## config.mk

```make
export PLATFORM = sky130hd
export DESIGN_NAME = wbs_uart_rx
export DESIGN_NICKNAME = d
export VERILOG_FILES = /design/src/rtl/uart_pkg.sv /design/src/rtl/sync2.sv /design/src/rtl/wbs_uart_rx.sv
export SDC_FILE = /design/constraint.sdc
export NUM_CORES = 1
export LEC_CHECK = 0
export ABC_AREA = 1
export CAP_MARGIN = 20
export CORE_ASPECT_RATIO = 1.1
export CORE_MARGIN = 2
export CORE_UTILIZATION = 41
export DETAILED_ROUTE_END_ITERATION = 7
export DONT_BUFFER_PORTS = 1
export PLACE_DENSITY = 0.66
export SLEW_MARGIN = 30
export SYNTH_ARGS = -nofsm -noshare
export SYNTH_HDL_FRONTEND = slang
export SYNTH_SLANG_ARGS = --single-unit
```

## constraint.sdc

```tcl
create_clock -name wbs_clk_i -period 1.45 [get_ports wbs_clk_i]
set_input_delay 0.145 -clock wbs_clk_i [delete_from_list [all_inputs] [get_ports wbs_clk_i]]
set_output_delay 0.145 -clock wbs_clk_i [all_outputs]
set_load 0.005 [all_outputs]
```

## src/rtl/uart_pkg.sv

```systemverilog
// Shared UART definitions: FSM state codes (common to the transmitter and
// receiver) and 8N1 frame constants.
package uart_pkg;

    // State codes 0..10; codes 11..15 are never entered.
    typedef enum logic [3:0] {
        IDLE  = 4'd0,
        START = 4'd1,
        BIT_0 = 4'd2,
        BIT_1 = 4'd3,
        BIT_2 = 4'd4,
        BIT_3 = 4'd5,
        BIT_4 = 4'd6,
        BIT_5 = 4'd7,
        BIT_6 = 4'd8,
        BIT_7 = 4'd9,
        STOP  = 4'd10
    } uart_state_e;

    localparam uart_state_e STATE_LAST = STOP;

    localparam int unsigned DATA_BITS = 8;
    localparam int unsigned STOP_BITS = 1;

endpackage

```

## src/rtl/sync2.sv

```systemverilog
// Single-bit two-flop synchronizer with a configurable reset value.
module sync2 #(
    parameter logic RESET_VAL = 1'b1
) (
    input  logic i_clk,
    input  logic i_rst,
    input  logic i_d,
    output logic o_q
);

    logic r_meta;
    logic r_sync;

    // Two-stage capture of the asynchronous input.
    always_ff @(posedge i_clk) begin
        if (i_rst) begin
            r_meta <= RESET_VAL;
            r_sync <= RESET_VAL;
        end else begin
            r_meta <= i_d;
            r_sync <= r_meta;
        end
    end

    assign o_q = r_sync;

endmodule

```

## src/rtl/wbs_uart_rx.sv

```systemverilog
// Wishbone read-only UART receiver (8N1). Holds the most recent byte in a
// single-entry register; a newer byte overwrites an unread one.
// Optional macro UART_RX_FRAME_CHECK_EN: discard frames whose stop bit is 0.
module wbs_uart_rx
    import uart_pkg::*;
#(
    parameter int unsigned TICKS_PER_BAUD = 0
) (
    input  logic       wbs_clk_i,
    input  logic       wbs_rst_i,
    input  logic       wbs_stb_i,
    output logic       wbs_ack_o,
    output logic [7:0] wbs_dat_o,
    input  logic       uart_rx,
    output logic       uart_rx_ready
);

    localparam int unsigned CNT_W = (TICKS_PER_BAUD > 1) ? $clog2(TICKS_PER_BAUD) : 1;
    localparam logic [CNT_W-1:0] CNT_HALF = CNT_W'(TICKS_PER_BAUD / 2 - 1);
    localparam logic [CNT_W-1:0] CNT_FULL = CNT_W'(TICKS_PER_BAUD - 1);

    logic                 w_rx_s;
    uart_state_e          r_state;
    uart_state_e          w_state_next;
    logic [CNT_W-1:0]     r_baud_cnt;
    logic [CNT_W-1:0]     w_baud_cnt_next;
    logic                 w_shift_en;
    logic                 w_stop_done;
    logic                 w_load;
    logic                 w_read;
    logic [DATA_BITS-1:0] r_shift;
    logic [DATA_BITS-1:0] r_hold;
    logic                 r_rx_valid;
    logic                 r_ack;
    logic [7:0]           r_dat;

    sync2 #(
        .RESET_VAL (1'b1)
    ) u_sync2 (
        .i_clk (wbs_clk_i),
        .i_rst (wbs_rst_i),
        .i_d   (uart_rx),
        .o_q   (w_rx_s)
    );

    // Next-state decode: start qualification at mid start bit, then one
    // sample per bit period at mid bit.
    always_comb begin
        w_state_next = r_state;
        w_shift_en   = 1'b0;
        w_stop_done  = 1'b0;
        case (r_state)
            IDLE: begin
                if (!w_rx_s) begin
                    w_state_next = START;
                end
            end
            START: begin
                if (r_baud_cnt == CNT_HALF) begin
                    w_state_next = w_rx_s ? IDLE : BIT_0;
                end
            end
            BIT_0, BIT_1, BIT_2, BIT_3, BIT_4, BIT_5, BIT_6, BIT_7: begin
                if (r_baud_cnt == CNT_FULL) begin
                    w_shift_en   = 1'b1;
                    w_state_next = uart_state_e'(r_state + 4'd1);
                end
            end
            STOP: begin
                if (r_baud_cnt == CNT_FULL) begin
                    w_stop_done  = 1'b1;
                    w_state_next = IDLE;
                end
            end
            default: w_state_next = IDLE;
        endcase
    end

    // Counter restarts on every state change and idles at zero.
    always_comb begin
        w_baud_cnt_next = r_baud_cnt + CNT_W'(1);
        if ((w_state_next != r_state) || (r_state == IDLE)) begin
            w_baud_cnt_next = '0;
        end
    end

`ifdef UART_RX_FRAME_CHECK_EN
    assign w_load = w_stop_done && w_rx_s;
`else
    assign w_load = w_stop_done;
`endif

    assign w_read = wbs_stb_i && !r_ack;

    // FSM state register.
    always_ff @(posedge wbs_clk_i) begin
        if (wbs_rst_i) begin
            r_state <= IDLE;
        end else begin
            r_state <= w_state_next;
        end
    end

    // Bit-period counter and LSB-first shift register.
    always_ff @(posedge wbs_clk_i) begin
        if (wbs_rst_i) begin
            r_baud_cnt <= '0;
            r_shift    <= '0;
        end else begin
            r_baud_cnt <= w_baud_cnt_next;
            if (w_shift_en) begin
                r_shift <= {w_rx_s, r_shift[DATA_BITS-1:1]};
            end
        end
    end

    // Holding register; a load in the same cycle as a read-clear wins.
    always_ff @(posedge wbs_clk_i) begin
        if (wbs_rst_i) begin
            r_hold     <= '0;
            r_rx_valid <= 1'b0;
        end else if (w_load) begin
            r_hold     <= r_shift;
            r_rx_valid <= 1'b1;
        end else if (w_read) begin
            r_rx_valid <= 1'b0;
        end
    end

    // Bus response: one-cycle ack, data zero outside the ack cycle.
    always_ff @(posedge wbs_clk_i) begin
        if (wbs_rst_i) begin
            r_ack <= 1'b0;
            r_dat <= 8'h00;
        end else begin
            r_ack <= w_read;
            r_dat <= (w_read && r_rx_valid) ? r_hold : 8'h00;
        end
    end

    assign wbs_ack_o     = r_ack;
    assign wbs_dat_o     = r_dat;
    assign uart_rx_ready = r_rx_valid;

endmodule

```

==> results.md <==
- CTS clk-pin slew, worst paths: 0.09 ns
- Status: finished, violations left
- Post-route ant nets: 0
- Initial Util: 0.437
- Critical path depth in cells: 10
- Layout cells sized above 1: 0.255
- Power Density: 1010 mW/mm²
- Setup ws final: -0.0118 ns
- Cell family with most CP delay: simple AND/OR/NAND/NOR gates
- H-tree levels: 2
- CP max-delay cell: dfxtp_4
- Final number of hold-violating endpoints: 0
- CP max FO: 5
- CTS tree: yes
- Root Driver: clkbuf_4
- Dpl cells: 221
- Rows: 21
- Syn_area_per_cell: 7.62 µm²
- Buf+Inv Stages, Crit Path: 1
- Ys Warns: 0
- Hold path cells: 4
- Critical Path Start Type: flop
- Multi-input gate area: 682 µm²
- Final WL: 2730 µm
- Hpwl dp: 1890 µm
- Critical Path End Type: flop
- Setup Skew: 0.00341 ns
- # DRC: 3
- Core footprint: 0.00310 mm²
- WP data arrival: 1.73 ns
- Synth cell types: 22
- Storage cell area: 668 µm²
- Internal: 0.00137 W
- TritonRoute pass-1 iters: 6
- Net Sw Power: 0.000363 W
- DIE AREA: 0.00378 mm²
- # IOs: 14
- CTS max path bufs: 2
- Avg WL per Cell: 11.7 µm
- Gp weighted congestion: 0.875
- First-pass GRT wire length: 4720 µm
- Top cells by area, synth: dfxtp_1 49%, nor2_1 10%, nand2_1 6.6%
- FF-to-FF path depth: 10
- Post-route cell area: 0.00171 mm²
- Grt ovf: 0
- Area growth from synthesis to final layout: 26.4%
- Vias: 1,172
- Die Wd: 58.8 µm
- # clock sinks: 33
- Setup repair after global routing missed its margin: yes
- Drt initial violations: 28
- Period minus WS final: 1.46 ns
- Slowest Stage Delay on Critical Path: 0.41 ns
- Largest area contributor in the netlist: dfxtp_1
- Sw Ratio: 0.209
- Syn nets: 187
- GR Util All Layers: 0.167
- Fmax achieved: 684 MHz
- Port Buffer Count: 0
- Hold WC Path Type: input port to flop
- Gate count after technology mapping: 178
- Fraction of synthesized cell area taken by the top area cell type: 0.487
- Number of synthesized register bits: 33
- CP Class: flop to flop
- Fin nets: 208
- Worst slew margin: 0.797
- Total CTS buffers: 5
- Crit-path cells: inv_6 -> ha_4 -> or2_1 -> nand2_2 -> nand2_4 -> nand2_4 -> nand2_2 -> nand2_2 -> nand3_2 -> nor2_1
- Cell mode on critical path: nand2_2
- Clock power frac: 0.407
- Worst-Skew Late Latency: 0.33 ns
- Fin. max-slew vios: 0
- Die height: 64.3 µm
- Failing checks: design-rule violations, negative setup slack
- Leakage: 0.736 nW
- Slew of the pin with the lowest slew margin: 0.304 ns
- Count of final setup violators: 2
- Period Utilization, post-route: 1.01
- Fillcell total: 297
- Area of the mapped netlist: 0.00136 mm²
- Req. time, crit path: 1.72 ns
- Fin cells: 234
- Register share of total power: 0.532
- Max-Cap Viols: 0
- Vias per cell: 5.01
- IR Drop Worst-Case VDD: 0.741 mV
- Largest net degree at the start of global routing: 17
- Placed cell area: 0.00147 mm²
- Vias in the first global route: 1,089
- Initial antenna violation count: 0
- Seq/Total Area, Yosys: 0.487
- Antenna diodes: 0
- Combinational Power Share: 0.061
==> cells in the final DEF, fill, tap and decap left out, types with 2 or more instances in the layout <==
cell           Yosys  layout
a21oi_1           14      14
buf_4              1      15
clkbuf_4           0       5
dfxtp_1           33      31
dfxtp_4            0       2
dlygate4sd3_1      0       2
ha_4               0       3
inv_1             21      18
inv_2              2       2
inv_6              0       2
nand2_1           24      22
nand2_2            4       5
nand2_4            2       3
nand3_1            7       5
nand3_2            0       2
nor2_1            37      34
nor2_2             0       2
o21ai_0           17      15
o21ai_1            1       3
or2_2              2       2
==> logic make-up after synthesis <==
logic type | after synthesis | share of synthesized area
buffers and inverters | 27 | 0.0839
adders and majority gates | 5 | 0.0461
AOI/OAI and AO/OA | 34 | 0.131
and+or+nand+nor | 79 | 0.252
DFF | 33 | 0.487
==> power by group through the flow <==
stage | registers (W) | logic (W) | clock network (W)
4_1_cts | 0.000920 | 0.000103 | 0.000724
3_5_place_dp | 0.000941 | 0.0000836 | 0
6_report | 0.000921 | 0.000106 | 0.000704
5_1_grt | 0.000922 | 0.000120 | 0.000770
2_1_floorplan | 0.000940 | 0.0000611 | 0
3_3_place_gp | 0.000941 | 0.0000816 | 0
==> worst paths after layout <==
kind | slack, ns | startpoint | end
worst max register to register | -0.01 | r_state[0] | r_baud_cnt
worst min-delay path | 0.02 | wbs_stb_i | wbs_ack_o
worst max-delay path | -0.01 | r_state[0] | r_baud_cnt
worst min register to register | 0.42 | u_sync2.r_meta | u_sync2.o_q
==> stage by stage <==
| step | hold slack, ns | TNS (ns) | worst slack [ns] | util | power, W |
|---|---|---|---|---|---|
| 4_1_cts | 0.00472 | -0.00212 | -0.00212 | 0.536 | 0.00175 |
| 5_1_grt | 0.0205 | -0.500 | -0.0849 | 0.553 | 0.00181 |
| 3_5_place_dp | 0.214 | -0.620 | -0.119 | 0.475 | 0.00102 |
| 2_1_floorplan | 0.249 | 0 | 0.0221 | - | 0.00100 |
| 6_report | 0.0165 | -0.0122 | -0.0118 | 0.553 | 0.00173 |
| 3_3_place_gp | 0.212 | -0.0342 | -0.0342 | 0.475 | 0.00102 |
==> repair_timing <==
item                                    in CTS  in global routing
pin swaps                                   11                  6
endpoints found under the hold margin        8                  0
setup buffers                                2                  1
resized for setup                           19                 14
cloned                                       0                  1
hold buffers                                 2                  0
endpoints found under the setup margin      14                 17
==> flip-flops by register name, summed over array words and instances (netlist names) <==
name	flops
u_sync2.r_meta	1
r_state	4
wbs_dat_o	8
r_shift	8
uart_rx_ready	1
r_baud_cnt	1
u_sync2.o_q	1
wbs_ack_o	1
r_hold	8
==> Yosys cell counts <==
cell	n
clkbuf_1	1
buf_4	1
inv_1	21
buf_6	1
ha_1	5
o21ai_2	1
o21ai_1	1
nand4_1	1
or2_2	2
nand2_1	24
nor2_1	37
nand3_1	7
a21oi_1	14
dfxtp_1	33
buf_2	1
nand2_2	4
nand2_4	2
o21ai_0	17
or2_1	1
inv_2	2
a21oi_2	1
nor3_1	1
==> cell type report <==
cell class,instances,share of cell area
Multi-Input combinational cell,119,0.398
Tap cell,34,0.0248
Inverter,23,0.0606
Clock inverter,1,0.0175
Timing Repair Buffer,17,0.0774
Sequential cell,33,0.390
Clock buffer,7,0.0321
==> tightest hold or removal path, delay by kind of cell <==
kind / cells / cell delay (ns)
buf+inv: 2 / 0.08
simple gates: 2 / 0.08
==> layer usage <==
layer | global-route usage | part of all wire | up-vias
li1 | - | - | 608
met1 | 0.176 | 0.40 | 529
met2 | 0.278 | 0.52 | 25
met3 | 0.0648 | 0.043 | 10
met4 | 0.0966 | 0.033 | 0
met5 | 0 | 0 | -
No activity file was read; power rests on OpenSTA's default activity.
